[config.mk]
export PLATFORM = sky130hd
export DESIGN_NAME = uart_loader
export DESIGN_NICKNAME = d
export VERILOG_FILES = /design/src/rtl/uart_loader.sv
export SDC_FILE = /design/constraint.sdc
export NUM_CORES = 1
export LEC_CHECK = 0
export CAP_MARGIN = 10
export CORE_MARGIN = 3
export CORE_UTILIZATION = 59
export DETAILED_ROUTE_END_ITERATION = 6
export PLACE_DENSITY = 0.89
export REMOVE_ABC_BUFFERS = 1
export SETUP_SLACK_MARGIN = 0.4
export SLEW_MARGIN = 5
export SYNTH_ARGS = -nofsm -noshare
export SYNTH_HDL_FRONTEND = slang
export SYNTH_SLANG_ARGS = --single-unit
[constraint.sdc]
create_clock -name CLK -period 6.33 [get_ports CLK]
set_input_delay 1.266 -clock CLK [delete_from_list [all_inputs] [get_ports CLK]]
set_output_delay 1.266 -clock CLK [all_outputs]
set_load 0.02 [all_outputs]
[src/rtl/uart_loader.sv]
// uart_loader: 8N1 UART receiver feeding a framed program loader (A5, count, words, XOR checksum)
// that writes 32-bit instruction words into program memory while the CPU is held.
module uart_loader #(
  parameter int CLKS_PER_BIT = 139,
  parameter int MAX_WORDS = 2048
) (
  input  logic        CLK,
  input  logic        RST,
  input  logic        RX,
  output logic        mem_we,
  output logic [10:0] mem_addr,
  output logic [31:0] mem_wdata,
  output logic        cpu_hold,
  output logic        load_done,
  output logic        load_err
);
  localparam int CW = $clog2(CLKS_PER_BIT + 1);
  localparam logic [CW-1:0] BIT_END = CW'(CLKS_PER_BIT - 1);
  localparam logic [CW-1:0] HALF_END = CW'(CLKS_PER_BIT / 2 - 1);
  localparam logic [16:0] MAXW = 17'(MAX_WORDS);
  typedef enum logic [1:0] {R_IDLE, R_START, R_DATA, R_STOP} rx_t;
  typedef enum logic [2:0] {IDLE, CNT_HI, CNT_LO, DATA, CSUM, DONE, ERR} ld_t;
  rx_t rx_state, rx_next;
  ld_t state, ld_next;
  logic rx_s1, rx_s, rx_prev;
  logic [CW-1:0] cnt;
  logic [2:0] bit_idx;
  logic [7:0] sh, byte_data;
  logic byte_valid, frame_err;
  logic [7:0] n_hi, n_lo, xsum;
  logic [15:0] n_new, idx;
  logic [1:0] bcnt;
  logic [23:0] word;
  logic a5, rearm;
  always_ff @(posedge CLK or posedge RST)
    if (RST) begin
      rx_s1 <= 1'b1;
      rx_s <= 1'b1;
      rx_prev <= 1'b1;
    end else begin
      rx_s1 <= RX;
      rx_s <= rx_s1;
      rx_prev <= rx_s;
    end
  always_ff @(posedge CLK or posedge RST)
    if (RST) rx_state <= R_IDLE;
    else rx_state <= rx_next;
  always_comb begin
    rx_next = rx_state;
    case (rx_state)
      R_IDLE: rx_next = (rx_prev && !rx_s) ? R_START : R_IDLE;
      R_START: if (cnt == HALF_END) rx_next = rx_s ? R_IDLE : R_DATA;
      R_DATA: if (cnt == BIT_END && bit_idx == 3'd7) rx_next = R_STOP;
      R_STOP: if (cnt == BIT_END) rx_next = R_IDLE;
      default: rx_next = R_IDLE;
    endcase
  end
  always_ff @(posedge CLK or posedge RST)
    if (RST) begin
      cnt <= '0;
      bit_idx <= '0;
      sh <= '0;
      byte_data <= '0;
      byte_valid <= 1'b0;
      frame_err <= 1'b0;
    end else begin
      cnt <= (rx_state == R_IDLE || rx_next != rx_state || cnt == BIT_END) ? '0 : cnt + 1'b1;
      if (rx_state == R_DATA && cnt == BIT_END) begin
        sh <= {rx_s, sh[7:1]};
        bit_idx <= bit_idx + 3'd1;
      end
      byte_valid <= rx_state == R_STOP && cnt == BIT_END && rx_s;
      frame_err <= rx_state == R_STOP && cnt == BIT_END && !rx_s;
      if (rx_state == R_STOP && cnt == BIT_END) byte_data <= sh;
    end
  assign a5 = byte_data == 8'hA5;
  assign rearm = state == IDLE || state == DONE || state == ERR;
  assign n_new = {n_hi, byte_data};
  always_ff @(posedge CLK or posedge RST)
    if (RST) state <= IDLE;
    else state <= ld_next;
  always_comb begin
    ld_next = state;
    if (frame_err && !rearm) ld_next = ERR;
    else if (byte_valid)
      case (state)
        CNT_HI: ld_next = CNT_LO;
        CNT_LO: ld_next = (n_new == 16'd0 || {1'b0, n_new} > MAXW) ? ERR : DATA;
        DATA: if (bcnt == 2'd3 && idx + 16'd1 == {n_hi, n_lo}) ld_next = CSUM;
        CSUM: ld_next = byte_data == xsum ? DONE : ERR;
        default: if (a5) ld_next = CNT_HI;
      endcase
  end
  // word index is post-incremented, so mem_addr captures it before the bump
  always_ff @(posedge CLK or posedge RST)
    if (RST) begin
      mem_we <= 1'b0;
      mem_addr <= '0;
      mem_wdata <= '0;
      n_hi <= '0;
      n_lo <= '0;
      xsum <= '0;
      idx <= '0;
      bcnt <= '0;
      word <= '0;
    end else begin
      mem_we <= 1'b0;
      if (byte_valid) begin
        if (rearm && a5) begin
          idx <= '0;
          bcnt <= '0;
          xsum <= '0;
        end
        if (state == CNT_HI) n_hi <= byte_data;
        if (state == CNT_LO) n_lo <= byte_data;
        if (state == DATA) begin
          xsum <= xsum ^ byte_data;
          word <= {word[15:0], byte_data};
          bcnt <= bcnt + 2'd1;
          if (bcnt == 2'd3) begin
            mem_we <= 1'b1;
            mem_addr <= idx[10:0];
            mem_wdata <= {word, byte_data};
            idx <= idx + 16'd1;
          end
        end
      end
    end
  assign cpu_hold = state != DONE;
  assign load_done = state == DONE;
  assign load_err = state == ERR;
endmodule
==> metrics.md <==
| Metric | Value |
|---|---|
| Via density per instance | 5.92 |
| Initial antenna violation count | 0 |
| Commonest non-fill, non-tap cell in the layout | nand2_1 |
| Grt peak-use layer | met2 |
| Setup Viol. Count Final | 0 |
| Fmax | 290 MHz |
| Status | finished, final reports clean |
| Via total after detailed routing | 5255 |
| Total grt overflow | 0 |
| Layout cell share with drive strength beyond 1 | between 10% and 20% |
| Setup bufs post-CTS | 0 |
| First-pass DRT Iterations | 5 |
| I/O pins | 50 |
| Placed instance area | 0.00729 sq mm |
| Clk root buf | clkbuf_16 |
| Critical Path RT | 5.06 ns |
| Endpoints failing hold | 0 |
| TritonCTS Buffers | 17 |
| Core area | 0.0110 sq mm |
| Actual slew at the worst max-slew pin | just over 1 ns |
| # resized after CTS | 0 |
| Final instance area | 0.00787 sq mm |
| Main flop type after synthesis | dfrtp_1 |
| Fin nets | 745 |
| Mapped Area | 0.00680 sq mm |
| WS Path Type | reg2out |
| Setup TNS | 0 ns |
| #FFs+latches synth | 147 |
| Clock Sinks | 147 |
| Worst-Skew Late Latency | 0.43 ns |
| Max-Cap Viols | 0 |
| GRT Util Overall | 25.2% |
| Slew HR | 32.1% |
| Antenna-violating nets left | 0 |
| Routed Wire Length | approximately 15000 um |
| Gate Count Post-Synth | 709 |
| RSZ-0062 raised after global routing | no |
| YS warnings | 0 |
| Post-DP HPWL | 9330 um |
| Min-delay worst type | reg2reg |
| Die Wd | 113 um |
| Post-synth EDFFs | 0 |
| Die area | 0.0128 sq mm |
| Core Rows | 38 |
| Fill cells | around 740 |
| Starting Density | 61.6% |
| Met1 GRT Util | 31.7% |
| CP Max Fanout | 8 |
| Ys async rst share | 100% |
| Sequential area share after synthesis | 54.2% |
| Overall power | 2.04 mW |
| Mean Syn Cell Area | 9.59 sq um |
| I/O Buffers | 49 |
| Ant diodes | 0 |
| Avg WL per Cell | 17.1 um |
| Pwr per Cell Area | roughly 260 mW/mm^2 |
| Largest net degree at the start of global routing | 93 |
| Clk pin slew, worst setup/hold paths | 0.06 ns |
| CTS max path bufs | 2 |
| Layout area overhead | 15.9% |
| Met3 GRT Util | 6.74% |
| Startpoint class of the critical path | register |
| DRC | 0 |
| Peak supply drop | 0.278 mV |
| Vias in the first global route | 5192 |
| Max-slew violation count | 0 |
| Grt met2 use | 41.3% |
| Commonest non-fill, non-tap cells in the layout | nand2_1, dfrtp_1, clkdlybuf4s50_1, o21ai_0, nor2_1 |
| Synth cell types | 54 |
| Initial DRC Count | 472 |
| Worst setup EP type | output port |
| Worst endpoint data arrival time | 2.18 ns |
| Cts hold-fix bufs | 0 |
| Final worst path period share | 54.5% |
| H-tree Lvls | 4 |
| Global placer's final weighted congestion | 0.867 |
| CTS tree | yes |
| Die height | 113 um |
| Setup skew after layout | between 0.009 and 0.01 ns |
| Min Tclk post-route | around 3.4 ns |
| First-pass GRT wire length | 25600 um |
| LEAKAGE | 4.03 nW |
-- synthesized netlist by cell type (all sizes together) (9+ instances only) --
| master | number | share of area [%] |
|---|---|---|
| and3 | 10 | 0.94 |
| xnor2 | 14 | 1.8 |
| buf | 23 | 1.8 |
| o21ai | 47 | 3.5 |
| nor2 | 36 | 2.0 |
| nand4 | 9 | 1.0 |
| nand2 | 233 | 13 |
| nand3 | 14 | 1.1 |
| mux2 | 33 | 5.5 |
| inv | 10 | 0.55 |
| nor4 | 10 | 1.4 |
| xor2 | 24 | 3.1 |
| dfrtp | 144 | 53 |
| clkbuf | 22 | 1.2 |
-- cell families (layout without fill, tap and decap cells) --
family	count (synthesis)	after routing	share of synthesized area [%]
flops	147	147	54.2
mux	37	37	6.06
simple gates	343	343	22.7
xor+xnor	38	38	4.90
buf+inv	55	94	3.53
compound gates	82	82	7.38
fa+ha+maj	7	7	1.29
-- critical path: stages, from the launching register on --
cell	delay, ns
dfrtp_1	0.49
nor2b_1	0.35
nand2_1	0.15
inv_1	0.13
clkdlybuf4s50_1	0.62
-- final timing paths --
kind / from / endpoint / slack [ns] / depth (start not counted)
worst max-delay path: state[2]$_DFFE_PP0P_ / load_done / 2.88 / 4
worst min-delay path: rx_s1$_DFF_PP1_ / rx_s$_DFF_PP1_ / 0.36 / 0
worst max register to register: state[1]$_DFFE_PP0P_ / idx[14]$_DFFE_PP0P_ / 2.92 / 7
worst min register to register: rx_s1$_DFF_PP1_ / rx_s$_DFF_PP1_ / 0.36 / 0
max in group asynchronous: RST / idx[11]$_DFFE_PP0P_ / 3.79 / 3
min in group asynchronous: RST / mem_wdata[22]$_DFFE_PP0P_ / 1.36 / 2
-- sequential cells by signal (all words and copies together), names as in the netlist, 2 cells and up --
register   cells
bit_idx        3
n_lo           8
bcnt           2
idx           16
rx_state       2
xsum           8
word          24
mem_addr      11
state          3
n_hi           8
sh             8
mem_wdata     32
byte_data      8
cnt            8
-- per-stage QoR --
step / utilization (%) / worst slack (ns) / instances / hold slack (ns)
finish: 71.4 / 2.88 / 888 / 0.356
global route: 71.4 / 2.64 / 888 / 0.367
CTS: 71.3 / 2.92 / 888 / 0.359
detailed placement: 66.1 / 3.09 / 856 / 0.350
global placement: 66.1 / 3.30 / 856 / 0.347
floorplan: - / 1.12 / 664 / 0.345
-- report_power, final --
group          internal (mW)  leakage, nW  switching, mW
logic                 0.0252         1.72         0.0475
clock network          0.590        0.276          0.402
registers              0.958         2.03         0.0212
-- layout make-up --
cell class / instances / area, sq um / area share, %
well taps: 140 / 175 / 2.22
repair buffers: 52 / 513 / 6.52
inverters: 10 / 42.5 / 0.540
clock buffers: 20 / 447 / 5.67
flip-flops and latches: 147 / 3680 / 46.8
multi-input cells: 507 / 2880 / 36.6
clock inverters: 12 / 133 / 1.68
-- routing by layer --
layer  wire length (um)  up-vias
met1               6310     2591
met4                403        0
li1                   -     2413
met2               7640      206
met5                  0        -
met3                843       45
No activity file was read; power rests on OpenSTA's default activity.
